<file path="src/rtl/kmeans_frame_tx.sv">
// rtl/kmeans_frame_tx.sv - frame burst transmitter and result collector for the kMeans engine
// Optional result-wait timeout: KMEANS_TX_TIMEOUT_EN
module kmeans_frame_tx #(
  parameter int CLUSTER_SIZE   = 4,
  parameter int DATA_SIZE      = 4096,
  parameter int ADDR_W         = 13,
  parameter int TIMEOUT_CYCLES = 1000000
) (
  input  logic              clk,
  input  logic              rst_n,
  input  logic              start,
  output logic              busy,
  output logic              done,
  output logic              error,
  output logic              src_rd,
  output logic [ADDR_W-1:0] src_addr,
  input  logic [15:0]       src_data,
  output logic              tx_valid,
  output logic [15:0]       tx_data,
  input  logic              rx_valid,
  input  logic [15:0]       rx_data,
  output logic [15:0]       res0,
  output logic [15:0]       res1,
  output logic [15:0]       res2,
  output logic [15:0]       res3
);

  localparam int N = CLUSTER_SIZE + DATA_SIZE;

  typedef enum logic [1:0] {IDLE, READ, DRAIN, WAIT_RES} state_t;

  state_t            state, next_state;
  logic [1:0]        rx_cnt;
  logic              rd_d;
  logic              timeout;
  logic              last_rx;
  logic              accept;
  logic              src_rd_nx, busy_nx, done_nx, error_nx;
  logic [ADDR_W-1:0] src_addr_nx;

  assign last_rx = (state == WAIT_RES) && rx_valid && (rx_cnt == 2'd3);
  // A start landing on the done cycle is dropped: done is only high while back in IDLE.
  assign accept  = (state == IDLE) && start && !done;

`ifdef KMEANS_TX_TIMEOUT_EN
  localparam int TW = $clog2(TIMEOUT_CYCLES + 1);
  logic [TW-1:0] tmo_cnt;

  always_ff @(posedge clk) begin
    if (!rst_n || state != WAIT_RES) tmo_cnt <= '0;
    else                             tmo_cnt <= tmo_cnt + 1'b1;
  end

  assign timeout = (state == WAIT_RES) && (tmo_cnt == TW'(TIMEOUT_CYCLES - 1));
`else
  logic unused_tmo;
  assign unused_tmo = (TIMEOUT_CYCLES > 0);
  assign timeout    = 1'b0;
`endif

  always_ff @(posedge clk) begin
    if (!rst_n) state <= IDLE;
    else        state <= next_state;
  end

  always_comb begin
    next_state = state;
    case (state)
      IDLE:     if (accept) next_state = READ;
      READ:     if (src_addr == ADDR_W'(N - 1)) next_state = DRAIN;
      DRAIN:    if (tx_valid && !rd_d) next_state = WAIT_RES;
      WAIT_RES: if (last_rx || timeout) next_state = IDLE;
      default:  next_state = IDLE;
    endcase
  end

  always_comb begin
    src_rd_nx   = (next_state == READ);
    src_addr_nx = '0;
    if (state == READ && next_state == READ) src_addr_nx = src_addr + ADDR_W'(1);
    busy_nx     = (next_state != IDLE);
    done_nx     = (state == WAIT_RES) && (next_state == IDLE);
    error_nx    = error;
    if (accept)       error_nx = 1'b0;
    else if (done_nx) error_nx = timeout && !last_rx;
  end

  always_ff @(posedge clk) begin
    if (!rst_n) begin
      src_rd   <= 1'b0;
      src_addr <= '0;
      busy     <= 1'b0;
      done     <= 1'b0;
      error    <= 1'b0;
      rd_d     <= 1'b0;
      tx_valid <= 1'b0;
      tx_data  <= '0;
    end else begin
      src_rd   <= src_rd_nx;
      src_addr <= src_addr_nx;
      busy     <= busy_nx;
      done     <= done_nx;
      error    <= error_nx;
      // src_data is valid the cycle after src_rd; rd_d marks that cycle.
      rd_d     <= src_rd;
      tx_valid <= rd_d;
      tx_data  <= rd_d ? src_data : 16'h0000;
    end
  end

  always_ff @(posedge clk) begin
    if (!rst_n) begin
      rx_cnt <= 2'd0;
      res0   <= '0;
      res1   <= '0;
      res2   <= '0;
      res3   <= '0;
    end else if (accept) begin
      rx_cnt <= 2'd0;
    end else if (state == WAIT_RES && rx_valid) begin
      rx_cnt <= rx_cnt + 1'b1;
      case (rx_cnt)
        2'd0:    res0 <= rx_data;
        2'd1:    res1 <= rx_data;
        2'd2:    res2 <= rx_data;
        default: res3 <= rx_data;
      endcase
    end
  end

endmodule

</file>
<file path="config.mk">
export PLATFORM = sky130hd
export DESIGN_NAME = kmeans_frame_tx
export DESIGN_NICKNAME = d
export VERILOG_FILES = /design/src/rtl/kmeans_frame_tx.sv
export SDC_FILE = /design/constraint.sdc
export NUM_CORES = 1
export LEC_CHECK = 0
export CAP_MARGIN = 20
export CORE_MARGIN = 3
export CORE_UTILIZATION = 44
export CTS_CLUSTER_DIAMETER = 40
export DETAILED_ROUTE_END_ITERATION = 10
export HOLD_SLACK_MARGIN = 0.06
export PLACE_DENSITY_LB_ADDON = 0.2
export SYNTH_ARGS = -nofsm -noshare
export SYNTH_HDL_FRONTEND = slang
export SYNTH_SLANG_ARGS = --single-unit
</file>
<file path="constraint.sdc">
create_clock -name clk -period 2.4 [get_ports clk]
set_input_delay 0.48 -clock clk [delete_from_list [all_inputs] [get_ports clk]]
set_output_delay 0.48 -clock clk [all_outputs]
set_load 0.01 [all_outputs]
</file>
==> impl_summary.log <==
INFO  metric cts_max_level = 3
INFO  metric cts_buffers = 9
INFO  metric synth.top_cells.by_area = sky130_fd_sc_hd__dfxtp_1, sky130_fd_sc_hd__nand2_1, sky130_fd_sc_hd__a21oi_1, sky130_fd_sc_hd__and3_1, sky130_fd_sc_hd__xor2_1
INFO  metric timing.critical_path.slowest_cell_delay = ~600 ps
INFO  metric vias = approximately 3200
INFO  metric clock-skew-final = about 12 ps
INFO  metric floorplan.rows = 32
INFO  metric peakVddDrop = about 0.0003 V
INFO  metric hold_path.class = reg2reg
INFO  metric max_cap_violations = 0
INFO  metric placedCellCount = approximately 640
INFO  metric layout_stage_area_growth_over_the_synthesis_result = 43.6%
INFO  metric pre_cts_slack = around 170 ps
INFO  metric start_util = 0.462
INFO  metric powerDensity = between 500 and 600 mW/mm^2
INFO  metric finalHoldViolations = 0
INFO  metric grt_start_max_net_pins = 70
INFO  metric layout_worst_path_cycle_share = 0.795
INFO  metric clock-root-buffer = sky130_fd_sc_hd__clkbuf_8
INFO  metric synth_area_leader = sky130_fd_sc_hd__dfxtp_1
INFO  metric finalWorstSetupSlack = between 400 and 500 ps
INFO  metric post_drt_via_cell_ratio = about 4.9
INFO  metric cp.required = between 1500 and 2000 ps
INFO  metric run_status = finished clean
INFO  metric ys_ff_latch = 102
INFO  metric synth.lib_cells_used.distinct = 30
INFO  metric core_region_area = around 0.0079 sq mm
INFO  metric grt_first_pass_wirelength = 15.1 mm
INFO  metric die_y = approximately 97 microns
INFO  metric synth-edff-count = 0
INFO  metric leakagePower = about 1.8 nW
INFO  metric path_buf_inv = 1
INFO  metric post_cts_setup_buffers = 0
INFO  metric fmax = approximately 520 MHz
INFO  metric drt_pre_antenna_iters = 4
INFO  metric clock-sinks = ~100
INFO  metric wire_per_inst = 14.7 microns
INFO  metric grt_antenna_before_repair = 0
INFO  metric layout-drive-gt1-share = 0.0652
INFO  metric wl = between 9 and 10 mm
INFO  metric criticalPathCategory = reg2out
INFO  metric post_synth_instance_area = roughly 0.0036 sq mm
INFO  metric critical_path.top_delay_family = buffers and inverters
INFO  metric ys_seq_area_frac = 0.560
INFO  metric ys.flop_type = sky130_fd_sc_hd__dfxtp_1
INFO  metric placement.io_buffers = 132
INFO  metric design.portCount = between 100 and 150
INFO  metric synthMostInstantiatedCell = sky130_fd_sc_hd__nand2_1
INFO  metric die_width = a little under 100 microns
INFO  metric drt_first_iter_violations = between 100 and 150
INFO  metric slew-limit-headroom = 0.537
INFO  metric rsz0062_at_grt = no
INFO  metric summed_area_of_non_filler_cells_in_the_final_layout = ~0.0052 sq mm
INFO  metric tns = 0 ps
INFO  metric synth.yosys.warnings = 0
INFO  metric max-clock-path-buffers = 2
INFO  metric worst_path_max_delay_cell = sky130_fd_sc_hd__clkdlybuf4s50_1
INFO  metric number_of_global_route_vias_before_repair = between 3000 and 4000
INFO  metric total_power = around 3 mW
INFO  metric synthTopCellsByCount = sky130_fd_sc_hd__nand2_1, sky130_fd_sc_hd__dfxtp_1, sky130_fd_sc_hd__a21oi_1, sky130_fd_sc_hd__and3_1, sky130_fd_sc_hd__clkbuf_1
INFO  metric setup_viol = 0
INFO  metric clock_input_transition_at_the_sequential_cells_of_the_worst_setup_and_hold_paths = around 100 ps
INFO  metric critical_path.max_fanout = 6
INFO  metric end_kind = output pin
INFO  metric hpwl = roughly 7 mm
INFO  metric timing.critical_path.cells = clkdlybuf4s50_1
INFO  metric postCtsResizedCells = 0
INFO  metric final_max_slew_viol_count = 0
INFO  metric clkLatencyLatePin = about 350 ps
INFO  metric antenna_cells_inserted = 0
INFO  metric worst_ep_arrival_time = about 1400 ps
INFO  metric total_drc_errors_in_the_routed_layout = 0
INFO  metric nets = 588
INFO  metric synthesis.instances = about 420
INFO  metric placed_area = 0.00502 sq mm
INFO  metric gp_routability_congestion = 0.813
INFO  metric clock_tree_from_tritoncts = done
INFO  metric postSynthAreaPerCell = 8.61 sq um
INFO  metric hold_fix_buffer_count_after_cts = 0
INFO  metric period_needed = roughly 1900 ps
INFO  metric final-instance-count-excl-fill = ~650
INFO  metric critPathLaunchType = register
INFO  metric grt.total_usage = 0.199
INFO  metric max_slew.worst_pin.slew = 695 ps
INFO  metric grt_remaining_overflow = 0
INFO  metric postSynth.asyncResetShare = 0
INFO  metric post_synthesis_net_count = between 400 and 500
INFO  metric die_footprint = approximately 0.0094 sq mm
INFO  metric synth_top_cell_area_share = 0.560
INFO  metric route.antenna.remaining_nets = 0
==> where the power goes <==
| group | switching, mW | internal, mW |
|---|---|---|
| logic | 0.0688 | 0.0808 |
| clock network | 0.561 | 0.590 |
| registers | 0.00928 | 1.70 |
| total | 0.639 | 2.37 |
==> final timing paths <==
path | cells past startpoint | from | slack [ps] | end
hold / removal | 2 | res0[3] | 460 | res0[3]
setup / recovery | 1 | src_addr[3] | 490 | src_addr[3]
hold reg to reg | 2 | res0[3] | 460 | res0[3]
setup reg to reg | 5 | src_addr[0] | 520 | src_addr[2]
==> final cells by class <==
cell class,count,area (sq um)
clock buffers,11,131
flip-flops and latches,102,2040
inverters,5,18.8
repair buffers,140,1380
clock inverters,5,83.8
well taps,102,128
multi-input cells,289,1450
fillers,661,2650
==> per-stage QoR <==
stage | hold slack, ps | utilization
floorplan | 475 | -
global placement | 442 | 0.636
detailed placement | 446 | 0.636
CTS | 460 | 0.664
global route | 472 | 0.664
finish | 457 | 0.664
==> layer usage <==
metal	GRT usage	routed length (microns)
met2	0.340	4630
met1	0.243	4180
met3	0.0497	588
met5	0	0
met4	0.0680	175
==> state kept, by name, summed over array words and instances (netlist names), 2 cells and up <==
name      count
res1         16
res2         16
src_addr     13
tx_data      16
rx_cnt        2
state         2
res3         16
res0         16
==> cell usage in the layout (no fill, tap or decap), drive strengths merged <==
cell type	n
a21oi	68
and2	7
and3	19
and4	2
buf	8
bufinv	2
clkbuf	11
clkdlybuf4s50	132
clkinv	1
clkinvlp	2
conb	1
dfxtp	102
ha	5
inv	5
nand2	137
nand3	4
nand4	4
nor2	20
nor2b	1
nor3	3
nor3b	1
nor4	1
nor4b	2
o2111a	1
or4b	1
xnor2	2
xor2	10
==> cells by family after synthesis <==
group                    Yosys count  share of synthesized area
AO/OA/AOI/OAI                     69                     0.0965
XOR/XNOR                          12                     0.0288
adder cells (fa/ha/maj)            5                     0.0172
buffers and inverters             32                     0.0419
flip-flops                       102                      0.560
other                              1                    0.00103
AND/OR/NAND/NOR                  202                      0.254
Power figures use the tool's default switching activity.
